--- src/rtl/ram_range_copy.sv ---
// rtl/ram_range_copy.sv - copies a block of RAM words from one base address to another
// One word per cycle: read i+1 is presented while write i uses the returned read data.
module ram_range_copy #(
  parameter int DATA_W = 32,
  parameter int ADDR_W = 32,
  parameter int LEN_W  = 16
) (
  input  logic              clk,
  input  logic              rst,
  input  logic              start,
  output logic              ready,
  output logic              done,
  input  logic [ADDR_W-1:0] src_base,
  input  logic [ADDR_W-1:0] dst_base,
  input  logic [LEN_W-1:0]  length,
  output logic [ADDR_W-1:0] ram_raddr_0,
  input  logic [DATA_W-1:0] ram_rdata_0,
  output logic [ADDR_W-1:0] ram_waddr_0,
  output logic              ram_wen_0,
  output logic [DATA_W-1:0] ram_wdata_0
);

  typedef enum logic [1:0] {IDLE, RUN, FLUSH} state_t;

  localparam logic [ADDR_W-1:0] ADDR_ONE = {{(ADDR_W-1){1'b0}}, 1'b1};
  localparam logic [LEN_W-1:0]  LEN_ONE  = {{(LEN_W-1){1'b0}}, 1'b1};

  state_t            state;
  logic [ADDR_W-1:0] dst_r;
  logic [LEN_W-1:0]  len_r;
  logic [LEN_W-1:0]  cnt;

  // RAM read data arrives exactly when its write is due, so it passes straight through.
  assign ram_wdata_0 = ram_rdata_0;

  always_ff @(posedge clk) begin
    if (rst) begin
      state       <= IDLE;
      ready       <= 1'b1;
      done        <= 1'b0;
      ram_wen_0   <= 1'b0;
      ram_raddr_0 <= '0;
      ram_waddr_0 <= '0;
      dst_r       <= '0;
      len_r       <= '0;
      cnt         <= '0;
    end else begin
      case (state)
        IDLE: begin
          ram_wen_0 <= 1'b0;
          if (start) begin
            dst_r <= dst_base;
            len_r <= length;
            cnt   <= '0;
            ready <= 1'b0;
            done  <= 1'b0;
            if (length != '0) begin
              ram_raddr_0 <= src_base;
              state       <= RUN;
            end else begin
              state <= FLUSH;
            end
          end
        end
        RUN: begin
          // cnt is the index of the read presented this cycle; it becomes next cycle's write.
          ram_wen_0   <= 1'b1;
          ram_waddr_0 <= (cnt == '0) ? dst_r : ram_waddr_0 + ADDR_ONE;
          cnt         <= cnt + LEN_ONE;
          if (cnt == len_r - LEN_ONE) begin
            state <= FLUSH;
          end else begin
            ram_raddr_0 <= ram_raddr_0 + ADDR_ONE;
          end
        end
        FLUSH: begin
          ram_wen_0 <= 1'b0;
          ready     <= 1'b1;
          done      <= 1'b1;
          state     <= IDLE;
        end
        default: begin
          state <= IDLE;
        end
      endcase
    end
  end

endmodule

--- config.mk ---
export PLATFORM = sky130hd
export DESIGN_NAME = ram_range_copy
export DESIGN_NICKNAME = d
export VERILOG_FILES = /design/src/rtl/ram_range_copy.sv
export SDC_FILE = /design/constraint.sdc
export NUM_CORES = 1
export LEC_CHECK = 0
export ABC_AREA = 1
export CAP_MARGIN = 20
export CORE_ASPECT_RATIO = 1.4
export CORE_MARGIN = 2
export CORE_UTILIZATION = 40
export DETAILED_ROUTE_END_ITERATION = 8
export PLACE_DENSITY = 0.65
export SLEW_MARGIN = 25
export SYNTH_ARGS = -nofsm -noshare
export SYNTH_HDL_FRONTEND = slang
export SYNTH_SLANG_ARGS = --single-unit
--- constraint.sdc ---
create_clock -name clk -period 2.5 [get_ports clk]
set_input_delay 0.25 -clock clk [delete_from_list [all_inputs] [get_ports clk]]
set_output_delay 0.25 -clock clk [all_outputs]
set_load 0.02 [all_outputs]
======== Word level (Yosys, flattened, before mapping) ========
Index checks and enable logic that the tools add are counted.
word-level totals
  bits in registers ....................... 133
  output and inout bits ................... 99
  logic and storage cells ................. 46
cells by class
  $add $sub $neg .......................... 4
  equal/unequal tests ..................... 7
  muxes and demuxes ....................... 14
  reductions and logical operators ........ 12
operators by type and width
  cell                     number
  $mux W32                 4
  $add A32 B1 Y32 const B  2
  $pmux W32 S2             1
  $pmux W16 S2             1
  $add A16 B1 Y16 const B  1
  $eq A16 B16 Y1           1
  $logic_not A16 Y1        1
  $mux W16                 1
  $reduce_bool A16 Y1      1
  $sub A16 B1 Y16 const B  1
  $ne A2 B2 Y1 const B     4
  $reduce_and A2 Y1        4
  $mux W2                  3
  $reduce_bool A2 Y1       3
  $pmux W1 S2              2
  $pmux W2 S2              1
  $reduce_and A4 Y1        1
  $eq A2 B1 Y1 const B     1
  $eq A2 B2 Y1 const B     1
  $logic_not A2 Y1         1
  $reduce_or A2 Y1         1
  $mux W1                  1

======== Depth between registers and ports, before layout ========
Gate-level depths: netlist of the first run.
  depth after elaboration ................. 4
  mapped depth ............................ 15
  depth with buffers taken out ............ 15

======== Least setup slack after synthesis of the first run ========
OpenSTA, ideal clock, no wires.
  path kind ............................... register to register
  start point ............................. reg ram_waddr_0[0]
  end point ............................... reg ram_waddr_0[24]
  arrival time ............................ 1,853 ps
  data required time ...................... 2,430 ps
  path slack .............................. 577 ps
  cell stages (with the launch flop) ...... 13
  path buffers ............................ 0
  period minus slack after synthesis ...... 1,923 ps
  cells stage by stage .................... dfxtp_1 ha_1 nand2_1 nor2_1 inv_1 nor2_1 nand2_1 nor2_2 nand2_1 or2_0 nand3_1 o211ai_1 a21oi_1
between the ends
  word-level cells in the longest chain between the ends .. 2
ends and longest elaborated chain
  item                    line  text
  from (decl)             18    output logic [ADDR_W-1:0] ram_waddr_0,
  from (signal assigned)  68    ram_waddr_0 <= (cnt == '0) ? dst_r : ram_waddr_0 + ADDR_ONE;
  $add A32 B1 Y32         68
  $mux W32                68
No other way between the ends.
A chain may end at the register's enable or synchronous reset.

======== Worst setup path after layout of the first run ========
  start point ............................. reg len_r[0]
  end point ............................... reg ram_raddr_0[14]
between the ends
  word-level cells in the longest chain between the ends .. 4
ends and longest elaborated chain
  item                                line  text
  from (decl)                         30    logic [LEN_W-1:0] len_r;
  from (signal assigned)              53    len_r <= length;
  $sub A16 B1 Y16                     70    if (cnt == len_r - LEN_ONE) begin
  $eq A16 B16 Y1                      70
  $ne A2 B2 Y1 (no source line)       -
  $reduce_and A4 Y1 (no source line)  -
  to (signal assigned)                58    ram_raddr_0 <= src_base;
  to (signal assigned)                73    ram_raddr_0 <= ram_raddr_0 + ADDR_ONE;
  to (decl)                           16    output logic [ADDR_W-1:0] ram_raddr_0,
No other way between the ends.

==> impl_metrics.ini, run 1 <==
[drt]
drt_first_pass_iters = 6
post_drt_via_cell_ratio = 5.24
drc = 0
postRouteAntennaNets = 0
drt_iter0_drc = 461
wl_per_cell_um = 15.8
wl_mm = 25.9
via_count = 8591

[power_and_ir_drop]
p_sw_share_pct = 31.5
p_int_mw = 4.57
p_per_area_nw_per_um2 = 652
leakage_nw = 3.89
vdd_ir_drop_max_mv = 0.456
p_seq_share_pct = 37.6
comb_power_share_pct = 22.8
power.switching_mw = 2.11
clkPwrFrac_pct = 39.6

[grt]
grt_pass1_wl_mm = 41.7
grtUsageTotal_pct = 24.0
overflow = 0
antenna_found_initial = 0
grt_pass1_vias = 8383
grt_max_degree = 70

[synthesis]
synth_top_area_share_pct = 32.9
synth_top_area_cell = dfxtp_1
ys_seq_area_share_pct = 32.9
ys_types = 43
syn_nets = 1389
syn_area_um2 = 8100
synth_seq_cells = 133
synth_area_leaders = dfxtp_1, nand2_1, nor2_1
syn-instance-count = 1269
avgSynthCellArea_um2 = 6.38
yosysWarnings = 0

[sta]
setup_total_negative_slack_ns = 0
setup_viol = 0
fin_ws_ns = 0.283
final.period_utilization_pct = 88.7
maxSlewHeadroom_pct = 43.8
worst_clock_skew_ns = 0.0113
period_minus_slack_ns = 2.22
max_freq_mhz = 451
slew_violations = 0
finalHoldViolCount = 0
hold_ws_ns = 0.266
tightestPinTransition_ns = 0.843
grt_setup_unrepaired = no

[cts]
h-tree-depth = 4
cts_hold_buf = 0
clkTransAtPathRegs_ns = 0.06
clk_latency_ns = 0.42
cts_sinks = 133
cts_tree = done
post-cts-setup-buffers = 0
numCtsBuffers = 17
clockRootBuffer = clkbuf_16
ctsLongestPathBuffers = 2
cts-resized-gates = 0

[layout]
n_antenna_cell = 0
design_area_um2 = 10200
final_common_cell = nand2_1
final_nets = 1494
mostFrequentLayoutCells = nand2_1, nor2_1, clkdlybuf4s50_1
syn_to_final_growth_pct = 26.5
final_util_pct = 51.6
drive_above_1_share_pct = 6.78

[worst_setup_path]
worst_setup_path_end_kind = register
critPathLaunchType = register
critPathTopFamily = simple AND/OR/NAND/NOR gates
r2r-start = len_r[0]
worst_path_largest_cell_delay_ns = 0.33
path_class = register to register
cp_slowest_cell = dfxtp_1
crit_start = len_r[0]
crit_buf_inv = 2
crit_required_ns = 2.84
crit_top_cell = nand2_1
crit_chain = inv_1, ha_1, nand2_1, nor2_1, nand2_1, nand2_1, nand2_1, nor3_2, nand3_2, nand2_4, buf_8, nand3_1, a21oi_1
crit_arrival_ns = 2.56
path_max_fanout = 30

[placed_design]
place_area_um2 = 9610
io_buffers = 149
pre_cts_ws_ns = 0.279
gp_congestion = 0.944
hpwl_mm = 18.8

[min_path]
hp-class = primary input to register
hp-start = rst

[floorplanning]
std_cell_rows = 61
pin_count = 214
start_util_pct = 40.8
die_h_um = 172
core_um2 = 19800
fp.dieW_um = 124
die_area_um2 = 21400

[job]
drv_cap = 0

[status]
status = finished, final reports clean
layout make-up:
| cell class | count | area (um2) |
|---|---|---|
| clock buffers | 19 | 453 |
| clock inverters | 13 | 170 |
| fillers | 2021 | 9600 |
| inverters | 90 | 338 |
| multi-input cells | 959 | 4620 |
| flip-flops and latches | 133 | 2660 |
| well taps | 252 | 315 |
| repair buffers | 173 | 1690 |
cell usage after synthesis, drive strengths merged:
cell type	n
a21o	2
and2	2
o211ai	15
o31ai	3
nand2	349
xor2	19
or2	11
nand3	96
clkbuf	39
nor3b	1
inv	88
nand4	13
o22ai	1
nor2	174
clkinv	2
xnor2	20
a211oi	7
o211a	1
a2bb2oi	1
a31oi	3
a21oi	97
o311a	1
nor4	11
nand3b	12
o21ai	81
dfxtp	133
ha	5
nor3	29
a221oi	2
buf	48
o21bai	3
state kept, by name (all words and copies together), names as in the netlist:
signal and flops:
done 1, ram_raddr_0 32, cnt 16, ram_wen_0 1
dst_r 32, len_r 16, ram_waddr_0 32, ready 1
state 2
kinds of logic after synthesis:
group                      synth area share (%)
AOI/OAI and AO/OA                          14.7
xor gates and xnor gates                   4.22
adders and majority gates                 0.772
buffers and inverters                      10.4
DFF                                        32.9
and+or+nand+nor                            37.1
worst reg2reg max path: stages, from the launching register on:
cell and delay (ns):
dfxtp_1 0.33, inv_1 0.13, ha_1 0.22, nand2_1 0.12
nor2_1 0.19, nand2_1 0.08, nand2_1 0.07, nand2_1 0.07
nor3_2 0.19, nand3_2 0.12, nand2_4 0.11, buf_8 0.23
nand3_1 0.12, a21oi_1 0.17
path summary, 6_finish.rpt:
kind	endpoint	slack, ns	depth (start not counted)
setup / recovery	ram_raddr_0[14]	0.28	13
hold / removal	ready	0.27	3
setup reg to reg	ram_raddr_0[14]	0.28	13
hold reg to reg	dst_r[26]	0.44	2
through the flow:
step                total power [mW]  cells
CTS                             6.72   1639
finish                          6.68   1639
floorplan                       3.53   1269
global placement                4.05   1607
detailed placement              4.07   1607
global route                    7.02   1639
routing by layer:
layer	vias up	track usage, %	part of all wire, %
met1	3952	25.4	39
met4	0	11.9	4.2
li1	4337	-	-
met2	235	46.1	53
met3	67	3.81	4.0
met5	-	0	0
power groups by stage:
stage	Combinational, mW	Sequential [mW]	Clock [mW]
5_1_grt	1.69	2.54	2.79
3_5_place_dp	1.51	2.55	0
3_3_place_gp	1.50	2.55	0
6_report	1.52	2.51	2.65
2_1_floorplan	0.915	2.61	0
4_1_cts	1.52	2.51	2.69
Note: power is estimated with default switching activity, not from simulation.
==> run 2, diff against run 1 <==
--- a/config.mk
+++ b/config.mk
@@ -10,6 +10,7 @@
 export CORE_ASPECT_RATIO = 1.4
 export CORE_MARGIN = 2
 export CORE_UTILIZATION = 40
+export CTS_CLUSTER_SIZE = 20
 export DETAILED_ROUTE_END_ITERATION = 8
 export PLACE_DENSITY = 0.65
 export SLEW_MARGIN = 25
==> results of run 2 <==
The final DEF is identical to that of run 1; final timing and power are the same.
